**config.mk**
```make
export PLATFORM = sky130hd
export DESIGN_NAME = apb_requester
export DESIGN_NICKNAME = d
export VERILOG_FILES = /design/src/rtl/apb_pkg.sv /design/src/rtl/apb_requester.sv
export SDC_FILE = /design/constraint.sdc
export NUM_CORES = 1
export LEC_CHECK = 0
export CAP_MARGIN = 0
export CORE_MARGIN = 2
export CORE_UTILIZATION = 42
export DETAILED_ROUTE_END_ITERATION = 16
export PLACE_DENSITY = 0.83
export SLEW_MARGIN = 20
export SYNTH_ARGS = -nofsm -noshare
export SYNTH_HDL_FRONTEND = slang
export SYNTH_SLANG_ARGS = --single-unit
```
**constraint.sdc**
```tcl
create_clock -name PCLK -period 2.4 [get_ports PCLK]
set_clock_uncertainty 0.15 [all_clocks]
set_input_delay 0.48 -clock PCLK [delete_from_list [all_inputs] [get_ports PCLK]]
set_output_delay 0.48 -clock PCLK [all_outputs]
set_load 0.005 [all_outputs]
```
**src/rtl/apb_pkg.sv**
```systemverilog
// Shared types and default widths for the APB requester.
package apb_pkg;

    typedef enum logic [1:0] {
        IDLE,
        SETUP,
        ACCESS,
        RESP
    } state_t;

    localparam int ADDR_WIDTH_DEFAULT = 1;
    localparam int DATA_WIDTH_DEFAULT = 32;

endpackage

```
**src/rtl/apb_requester.sv**
```systemverilog
// APB3 requester: one local command in, one APB transfer out, one response back.
module apb_requester
    import apb_pkg::*;
#(
    parameter int ADDR_WIDTH = ADDR_WIDTH_DEFAULT,
    parameter int DATA_WIDTH = DATA_WIDTH_DEFAULT
) (
    input  logic                  PCLK,
    input  logic                  PRESET,
    input  logic                  cmd_valid,
    output logic                  cmd_ready,
    input  logic                  cmd_write,
    input  logic [ADDR_WIDTH-1:0] cmd_addr,
    input  logic [DATA_WIDTH-1:0] cmd_wdata,
    output logic                  rsp_valid,
    input  logic                  rsp_ready,
    output logic [DATA_WIDTH-1:0] rsp_rdata,
    output logic                  rsp_slverr,
    output logic                  PSEL,
    output logic                  PENABLE,
    output logic                  PWRITE,
    output logic [ADDR_WIDTH-1:0] PADDR,
    output logic [DATA_WIDTH-1:0] PWDATA,
    input  logic                  PREADY,
    input  logic                  PSLVERR,
    input  logic [DATA_WIDTH-1:0] PRDATA
);

    state_t state;
    state_t state_next;
    logic   accept;

    assign accept = cmd_valid && cmd_ready;

    always_comb begin
        state_next = state;
        case (state)
            IDLE:    if (accept)    state_next = SETUP;
            SETUP:                  state_next = ACCESS;
            ACCESS:  if (PREADY)    state_next = RESP;
            RESP:    if (rsp_ready) state_next = IDLE;
            default:                state_next = IDLE;
        endcase
    end

    // Every output is decoded from the next state so it is registered, not combinational.
    always_ff @(posedge PCLK) begin
        if (PRESET) begin
            state      <= IDLE;
            cmd_ready  <= 1'b0;
            rsp_valid  <= 1'b0;
            rsp_rdata  <= '0;
            rsp_slverr <= 1'b0;
            PSEL       <= 1'b0;
            PENABLE    <= 1'b0;
            PWRITE     <= 1'b0;
            PADDR      <= '0;
            PWDATA     <= '0;
        end else begin
            state     <= state_next;
            cmd_ready <= (state_next == IDLE);
            PSEL      <= (state_next == SETUP) || (state_next == ACCESS);
            PENABLE   <= (state_next == ACCESS);
            rsp_valid <= (state_next == RESP);
            if (accept) begin
                PWRITE <= cmd_write;
                PADDR  <= cmd_addr;
                PWDATA <= cmd_wdata;
            end
            // Completer status is only meaningful on the completing ACCESS cycle.
            if (state == ACCESS && PREADY) begin
                rsp_slverr <= PSLVERR;
                rsp_rdata  <= PWRITE ? '0 : PRDATA;
            end
        end
    end

endmodule
```
# Word level (Yosys, flattened, before mapping)
# Cells that the tools add are included.
# totals
register_bits	73
input_bits	72
elab_cells	26
# op_classes
n_eq_ne	6
muxes	5
n_reduce_logical	5
# ops
op	count
$mux 32	1
$eq 2x2->1 const B	4
$pmux 2 s4	1
$mux 2	3
$eq 2x1->1 const B	2
$logic_not 2->1	2
$logic_and 1x1->1	2
$logic_or 1x1->1	1

# Logic depth before layout (Yosys ltp)
# Gate-level depths: netlist of the first run.
# depth
word_depth	5
mapped_depth	6

# Worst setup path before layout of the first run
# OpenSTA, ideal clock, no wires.
# synth_timing
path_kind	input to register
start	in cmd_valid
end	reg PSEL
arrival_ns	1.481
t_required_ns	2.123
setup_slack_ns	0.642
stages	6
path_buffers	2
cell_sequence	and2_1 buf_2 buf_2 a22oi_1 ha_1 nor2b_1
# synth_between
elab_chain_cells	5
elab_cells_between_ends	6
classes_between	2 x eq/ne; 2 x mux; 2 x reduce/logical
# synth_rtl
item	line	rtl
from (decl)	apb_requester.sv:10	input logic cmd_valid,
$logic_and 1x1->1 *	apb_requester.sv:33	assign accept = cmd_valid && cmd_ready;
$mux 2 *	apb_requester.sv:38	IDLE: if (accept) state_next = SETUP;
$pmux 2 s4 *	apb_requester.sv:37	case (state)
$eq 2x1->1 / $eq 2x2->1 (equally long branches)	apb_requester.sv:62	PSEL <= (state_next == SETUP) || (state_next == ACCESS);
$logic_or 1x1->1 *	apb_requester.sv:62	
to (signal assigned)	apb_requester.sv:62	
to (decl)	apb_requester.sv:19	output logic PSEL,
# Every way passes the cells marked *; elsewhere a longest branch is shown, timed or not.
# A chain may end at the register's enable or synchronous reset.

# Final worst setup path of the first run
# layout_timing
start	reg cmd_ready
end	out cmd_ready
# layout_rtl
item	line	rtl
from (decl)	apb_requester.sv:11	output logic cmd_ready,
from (signal assigned)	apb_requester.sv:61	cmd_ready <= (state_next == IDLE);
# No word-level cell between the ends.

==> results.cfg, run 1 <==
[final_layout]
areaGrowthSynthToFinish_pct = 58.82
fillers = 503
drive_above_1_share_pct = 5.411
diodes = 0
final_common_cell = clkdlybuf4s50_1
postLayoutCoreUtil_pct = 68.71
layout_common_cells = clkdlybuf4s50_1, nand2_1, dfxtp_1
nets = 532

[floorplan]
fp-row-count = 29
start_util_pct = 43.26
io_pins = 143
die_area_um2 = 7164
core_um2 = 6314
dieWidth_um = 84.64
die_h_um = 84.64

[routing]
routed_wl_um = 7193
vias = 2638
drt_iter0_drc = 76
ant_nets = 0
route.detailed.drc = 0
via_per_inst = 4.894
drt-wirelength-per-cell_um = 13.35
firstDrtPassIters = 4

[worst_setup_path]
cp_num_cells = 1
worstPathRequired_ps = 1770
crit_path_end = cmd_ready
path_class = reg -> out
startpoint = cmd_ready
critPathMaxStageDelay_ps = 510
crit_buf_inv = 1
rrSetupSlack_ps = 840
start_kind = flip-flop
crit_chain = clkdlybuf4s50_1
cp_max_fo = 3
cp-end-kind = output port
crit-reg2reg-launch = state[0]
cp.arrival_ps = 1210
reg2reg_to = PSEL
rr_worst_depth = 4
critPathTopFamily = buffers and inverters
cp_slowest_cell = clkdlybuf4s50_1

[cts]
cts.path.max_buffers = 2
ctsResizeCount = 0
cts_setup_buffers = 0
ctsHoldBuffers = 0
cts-htree-levels = 3
clkTransAtPathRegs_ps = 80
cts_sinks = 73
cts_made_buffers = 9
cts_root_buffer = clkbuf_8
clock_latency_ps = 330
cts_tree = yes

[synthesis]
syn_area_per_cell_um2 = 8.456
synth_seq_cells = 73
yosysWarnings = 0
netlist_instances = 323
synth_cell_type_count = 22
seq_area_frac_synth_pct = 53.50
netlist_area_um2 = 2731
syn-num-nets = 398

[grt]
grt_pass1_vias = 2464
grt_usage_pct = 19.81
grt_start_max_net_pins = 34
grt_overflow = 0
antenna_found_initial = 0
grt_pass1_wl_um = 11510

[power_and_ir_drop]
switching_share_pct = 24.77
switching_power_mw = 0.6457
power.total_mw = 2.607
ir_drop_mv = 0.4468
clockPowerShare_pct = 33.3
p_leak_nw = 1.515
power.share.sequential_pct = 50.1
power_density_nw_per_um2 = 601.0
pwr-share-comb_pct = 16.6
internal-power_mw = 1.961

[sta]
hold_viol = 0
worst_pin_slew_ps = 347.3
slew_violations = 0
fin_setup_tns_ps = 0
fmax_ghz = 0.5425
min_period_ps = 1843
setup_viol_count_final = 0
min_period_over_period_pct = 76.80
rsz0062_at_grt = no
slew_headroom_pct = 76.60

[placement]
dp_hpwl_um = 4933
port_buffers = 142
place_congestion = 0.7724

[hold_path]
worstHoldPathType = reg -> reg

[job]
cap_violations = 0

[status]
status = complete, no violations
-- registers in the layout, summed over array words and instances (netlist names) --
signal and cells:
PSEL 1, PADDR 1, rsp_slverr 1, rsp_rdata 32, cmd_ready 1, state 2, PWRITE 1, rsp_valid 1
PENABLE 1, PWDATA 32
-- power groups by stage --
stage	registers (mW)	clock network (mW)	logic (mW)
floorplan	1.33	0	0.169
global placement	1.33	0	0.429
detailed placement	1.33	0	0.435
CTS	1.31	0.891	0.438
global route	1.31	0.954	0.475
finish	1.31	0.868	0.434
-- final cells by class --
class	count	area (um2)	area share, %
tap	77	96.34	2.221
multi-input combinational	221	1106	25.50
clock buffer	11	151.4	3.490
sequential	73	1461	33.69
clock inverter	5	30.03	0.6922
timing repair buffer	149	1481	34.15
inverter	3	11.26	0.2596
-- synth_stat cells --
cell type / n / area share (%)
a21oi_1: 67 / 12
a22o_1: 1 / 0.32
a22oi_1: 1 / 0.27
a31o_2: 1 / 0.32
and2_1: 1 / 0.23
and3_1: 1 / 0.23
and3b_1: 1 / 0.32
buf_2: 8 / 1.5
buf_4: 1 / 0.27
buf_6: 1 / 0.41
buf_8: 3 / 1.6
clkbuf_1: 13 / 1.8
dfxtp_1: 73 / 54
ha_1: 3 / 1.4
inv_1: 3 / 0.41
mux2i_1: 1 / 0.37
nand2_1: 103 / 14
nand3_1: 1 / 0.18
nand3b_1: 33 / 9.1
nor2_1: 2 / 0.27
nor2b_1: 4 / 0.92
o21ai_0: 1 / 0.18
-- metal layers --
metal / vias up / part of all wire [%] / track usage [%]
met5: - / 0 / 0
met4: 0 / 1.2 / 6.494
met3: 9 / 11 / 9.440
met2: 112 / 45 / 30.57
met1: 1190 / 43 / 24.46
li1: 1327 / - / -
-- worst min-delay path, delay by kind of cell, from the launching register on --
| kind | cells | cell delay, ps |
|---|---|---|
| compound gates | 1 | 50 |
| flops | 1 | 310 |
| simple gates | 1 | 50 |
-- metrics by stage --
| stage | cell area [um2] | std cells | setup slack (ps) | hold WS [ps] |
|---|---|---|---|---|
| 2_1_floorplan | 2731 | 323 | 642.1 | 298.3 |
| 3_3_place_gp | 4156 | 523 | 314.0 | 287.1 |
| 3_5_place_dp | 4156 | 523 | 281.0 | 293.2 |
| 4_1_cts | 4338 | 539 | 524.8 | 303.2 |
| 5_1_grt | 4338 | 539 | 494.9 | 316.6 |
| 6_report | 4338 | 539 | 556.8 | 299.1 |
-- how the worst min path moves through the flow --
stage / startpoint / endpoint / slack [ps] / cells after the start
after global placement: rsp_rdata[8] / rsp_rdata[8] / 290 / 2
after global routing: rsp_rdata[11] / rsp_rdata[11] / 320 / 2
after detailed placement: rsp_rdata[31] / rsp_rdata[31] / 290 / 2
final: rsp_rdata[14] / rsp_rdata[14] / 300 / 2
after CTS: rsp_rdata[31] / rsp_rdata[31] / 300 / 2
after floorplan: rsp_rdata[16] / rsp_rdata[16] / 300 / 2
-- kinds of logic after synthesis --
group	share of synthesized area [%]
flops	53.50
compound gates	13.38
mux	0.3665
fa+ha+maj	1.374
simple gates	25.38
buf+inv	6.001
Note: power is estimated with default switching activity, not from simulation.
==> run 2: changes to the inputs <==
- CORE_UTILIZATION: 42 -> 35
- PLACE_DENSITY: 0.83 -> 0.73
- clock period: 2.4 -> 1.54 ns (I/O delays scaled with it)
==> results.cfg, run 2 (synthesis gave the netlist of run 1 again) <==
[status]
status = complete, no violations

[hold_path]
worstHoldPathType = in -> reg

[final_layout]
layout_common_cells = nand2_1, dlygate4sd2_1, clkdlybuf4s50_1
areaGrowthSynthToFinish_pct = 63.22
final_common_cell = nand2_1
diodes = 0
nets = 538
fillers = 730
largest_registers = PWDATA: 32 flops, rsp_rdata: 32 flops, state: 2 flops
fin_cells = 570
drive_above_1_share_pct = 10.47

[routing]
routed_wl_um = 7312
firstDrtPassIters = 4
wl_met2_um = 3267
ant_nets = 0
highest_layer = met4
drt-wirelength-per-cell_um = 12.83
route.detailed.drc = 0
via_per_inst = 4.702
drt_iter0_drc = 94
met1_length_um = 3067
wl_met3_um = 902
vias = 2680

[placement]
port_buffers = 142
dp_hpwl_um = 5124
place_inst = 554
place_congestion = 0.7314

[power_and_ir_drop]
ir_drop_mv = 0.7176
power_density_nw_per_um2 = 995.2
power.total_mw = 4.437
p_leak_nw = 1.934

[worst_setup_path]
reg2reg_to = PSEL
critPathMaxStageDelay_ps = 480
crit_buf_inv = 2
rr_worst_depth = 4
rrSetupSlack_ps = 50
cp.arrival_ps = 1570
cp_max_fo = 2
path_class = in -> reg
cp_num_cells = 6
crit_chain = clkdlybuf4s50_1 -> inv_1 -> mux2i_2 -> a22oi_2 -> ha_1 -> nor2b_1
crit-reg2reg-launch = state[0]
startpoint = PREADY
crit_path_end = PSEL
critPathTopFamily = buffers and inverters
start_kind = input port
cp-end-kind = flip-flop
cp_slowest_cell = clkdlybuf4s50_1
worstPathRequired_ps = 1610

[sta]
setup_viol_count_final = 0
fmax_ghz = 0.6654
min_period_over_period_pct = 97.59
slew_headroom_pct = 82.11
hold_viol = 0
min_period_ps = 1503
slew_violations = 0
rsz0062_at_grt = yes
worst_pin_slew_ps = 268.3

[cts]
cts_made_buffers = 9
clock_latency_ps = 330
clkTransAtPathRegs_ps = 80
cts_root_buffer = clkbuf_8
cts_sinks = 73
cts.path.max_buffers = 2
cts_setup_buffers = 0
cts_tree = yes
cts-htree-levels = 3

[floorplan]
die_h_um = 92.34
die_area_um2 = 8527
fp-row-count = 32
start_util_pct = 35.72
io_pins = 143
core_um2 = 7647
dieWidth_um = 92.34

[job]
cap_violations = 0

[grt]
grt_start_max_net_pins = 44
grt_overflow = 0
grt_usage_pct = 17.91
antenna_found_initial = 0
grt_pass1_wl_um = 12210
grt_pass1_vias = 2597
-- run 2: layout make-up --
cell class                 instances  area (um2)  share of cell area (%)
timing repair buffer             155        1481                   33.23
inverter                           3       11.26                  0.2526
sequential                        73        1480                   33.20
clock inverter                     4       73.82                   1.656
clock buffer                      12       165.2                   3.705
tap                              102       127.6                   2.863
multi-input combinational        221        1119                   25.09
-- run 2: worst min-delay path by stage --
stage	endpoint	start	cells after the start	slack, ps
after global placement	rsp_rdata[20]	rsp_rdata[20]	2	290
final	PWDATA[11]	PRESET	2	90
after CTS	PWDATA[11]	PRESET	2	80
after floorplan	PADDR	cmd_addr	2	290
after detailed placement	rsp_rdata[2]	rsp_rdata[2]	2	290
after global routing	PWDATA[11]	PRESET	2	110
-- run 2: repair_timing --
item / 4_1_cts / 5_1_grt
hold buffers: 0 / 0
endpoints found under the setup margin: 71 / 7
resized for setup: 85 / 6
-- run 2: routing by layer --
metal	track usage, %	up-vias
met5	0	-
met4	5.224	0
met3	9.276	9
met2	28.59	105
met1	21.03	1223
li1	-	1343
-- run 2: where the power goes --
group / total, mW / leakage, nW / internal (mW) / switching (mW)
Sequential: 2.03 / 0.600 / 1.98 / 0.0472
Clock: 1.75 / 0.123 / 1.05 / 0.700
Combinational: 0.659 / 1.21 / 0.383 / 0.276
-- run 2: metrics by stage --
stage	cell area (um2)	hold slack, ps	TNS (ps)	setup slack (ps)	utilization, %
floorplan	2739	294.0	0	19.25	-
global placement	4275	287.5	-14070	-306.9	55.91
detailed placement	4275	293.9	-15160	-322.0	55.91
CTS	4443	84.54	0	29.25	58.10
global route	4458	109.5	-12.40	-9.573	58.30
finish	4458	93.75	0	37.12	58.30
-- run 2: worst reg2reg max path, cell delays in order (launching register included) --
cell and delay [ps]:
dfxtp_1 400, mux2i_2 280, a22oi_2 130, ha_1 290
nor2b_1 120
==> run 3: changes to the inputs <==
- SKIP_LAST_GASP: not set -> 1
==> results.cfg, run 3 (synthesis gave the netlist of run 1 again) <==
[cts]
cts_sinks = 73
cts_setup_buffers = 0
clock_latency_ps = 330
cts_made_buffers = 9
clkTransAtPathRegs_ps = 80
cts-htree-levels = 3
cts_root_buffer = clkbuf_8
cts_tree = yes
cts.path.max_buffers = 2

[floorplan]
io_pins = 143
die_area_um2 = 8527
die_h_um = 92.34
start_util_pct = 35.72
core_um2 = 7647
dieWidth_um = 92.34
fp-row-count = 32

[grt]
grt_start_max_net_pins = 44
grt_pass1_wl_um = 12210
grt_pass1_vias = 2597
antenna_found_initial = 0
grt_usage_pct = 17.91
grt_overflow = 0

[worst_setup_path]
cp.arrival_ps = 1570
crit_chain = clkdlybuf4s50_1 -> inv_1 -> mux2i_2 -> a22oi_2 -> ha_1 -> nor2b_1
critPathMaxStageDelay_ps = 480
start_kind = input port
worstPathRequired_ps = 1610
cp-end-kind = flip-flop
crit_buf_inv = 2
critPathTopFamily = buffers and inverters
cp_slowest_cell = clkdlybuf4s50_1
cp_max_fo = 2
path_class = in -> reg

[power_and_ir_drop]
power_density_nw_per_um2 = 996.1
p_leak_nw = 1.934
power.total_mw = 4.437
ir_drop_mv = 0.7201

[sta]
worst_pin_slew_ps = 269.9
hold_viol = 0
rsz0062_at_grt = yes
hold_slack_ps = 93.58
min_period_over_period_pct = 97.48
setup_viol_count_final = 0
fin_setup_tns_ps = 0
slew_headroom_pct = 82.01
fmax_ghz = 0.6661
min_period_ps = 1501
slew_violations = 0

[routing]
routed_wl_um = 7301
ant_nets = 0
drt-wirelength-per-cell_um = 12.81
vias = 2664
route.detailed.drc = 0
via_per_inst = 4.674
firstDrtPassIters = 4
drt_iter0_drc = 60

[final_layout]
drive_above_1_share_pct = 10.26
areaGrowthSynthToFinish_pct = 63.08
nets = 538
diodes = 0
final_common_cell = nand2_1
largest_registers = PWDATA: 32 flops, rsp_rdata: 32 flops, state: 2 flops
fillers = 730
layout_common_cells = nand2_1, dlygate4sd2_1, clkdlybuf4s50_1
fin_cells = 570
fin_area_um2 = 4454

[placement]
port_buffers = 142
place_congestion = 0.7314
dp_hpwl_um = 5124
place_inst = 554
dpl-instance-area_um2 = 4275

[hold_path]
worstHoldPathType = in -> reg

[job]
cap_violations = 0

[status]
status = complete, no violations
## run 3: final timing paths
| kind | from | end | slack [ps] | cells past startpoint |
|---|---|---|---|---|
| worst min-delay path | PRESET | PWDATA[11] | 90 | 2 |
| worst min register to register | rsp_rdata[2] | rsp_rdata[2] | 300 | 2 |
| worst max register to register | state[0] | PSEL | 50 | 4 |
| worst max-delay path | PREADY | PSEL | 40 | 6 |
## run 3: repair_timing
item                                    CTS  global route
gates cloned                              0             0
hold buffers                              0             0
gates resized for setup                  85             5
endpoints found under the setup margin   71             7
## run 3: power breakdown
group          switching (mW)  internal [mW]
Combinational           0.275          0.383
Clock                   0.701           1.05
Sequential             0.0471           1.98
Total                    1.02           3.41
## run 3: through the flow
stage / util, % / setup slack [ps]
after floorplan: - / 19.25
after global placement: 55.91 / -306.9
after detailed placement: 55.91 / -322.0
after CTS: 58.10 / 29.25
after global routing: 58.25 / -9.573
final: 58.25 / 38.76
## run 3: layout make-up
class | count | area [um2] | area share (%)
Inverter | 3 | 11.26 | 0.2528
Multi-Input combinational cell | 221 | 1115 | 25.03
Timing Repair Buffer | 155 | 1481 | 33.26
Sequential cell | 73 | 1480 | 33.23
Tap cell | 102 | 127.6 | 2.865
Clock buffer | 12 | 165.2 | 3.708
Clock inverter | 4 | 73.82 | 1.657
## run 3: metal layers
layer  vias up  track usage (%)  routed length (um)  share of wire (%)
li1       1343                -                   -                  -
met1      1213            21.03                3082                 42
met2        99            28.59                3256                 45
met3         9            9.276                 886                 12
met4         0            5.224                  75                1.0
met5         -                0                   0                  0
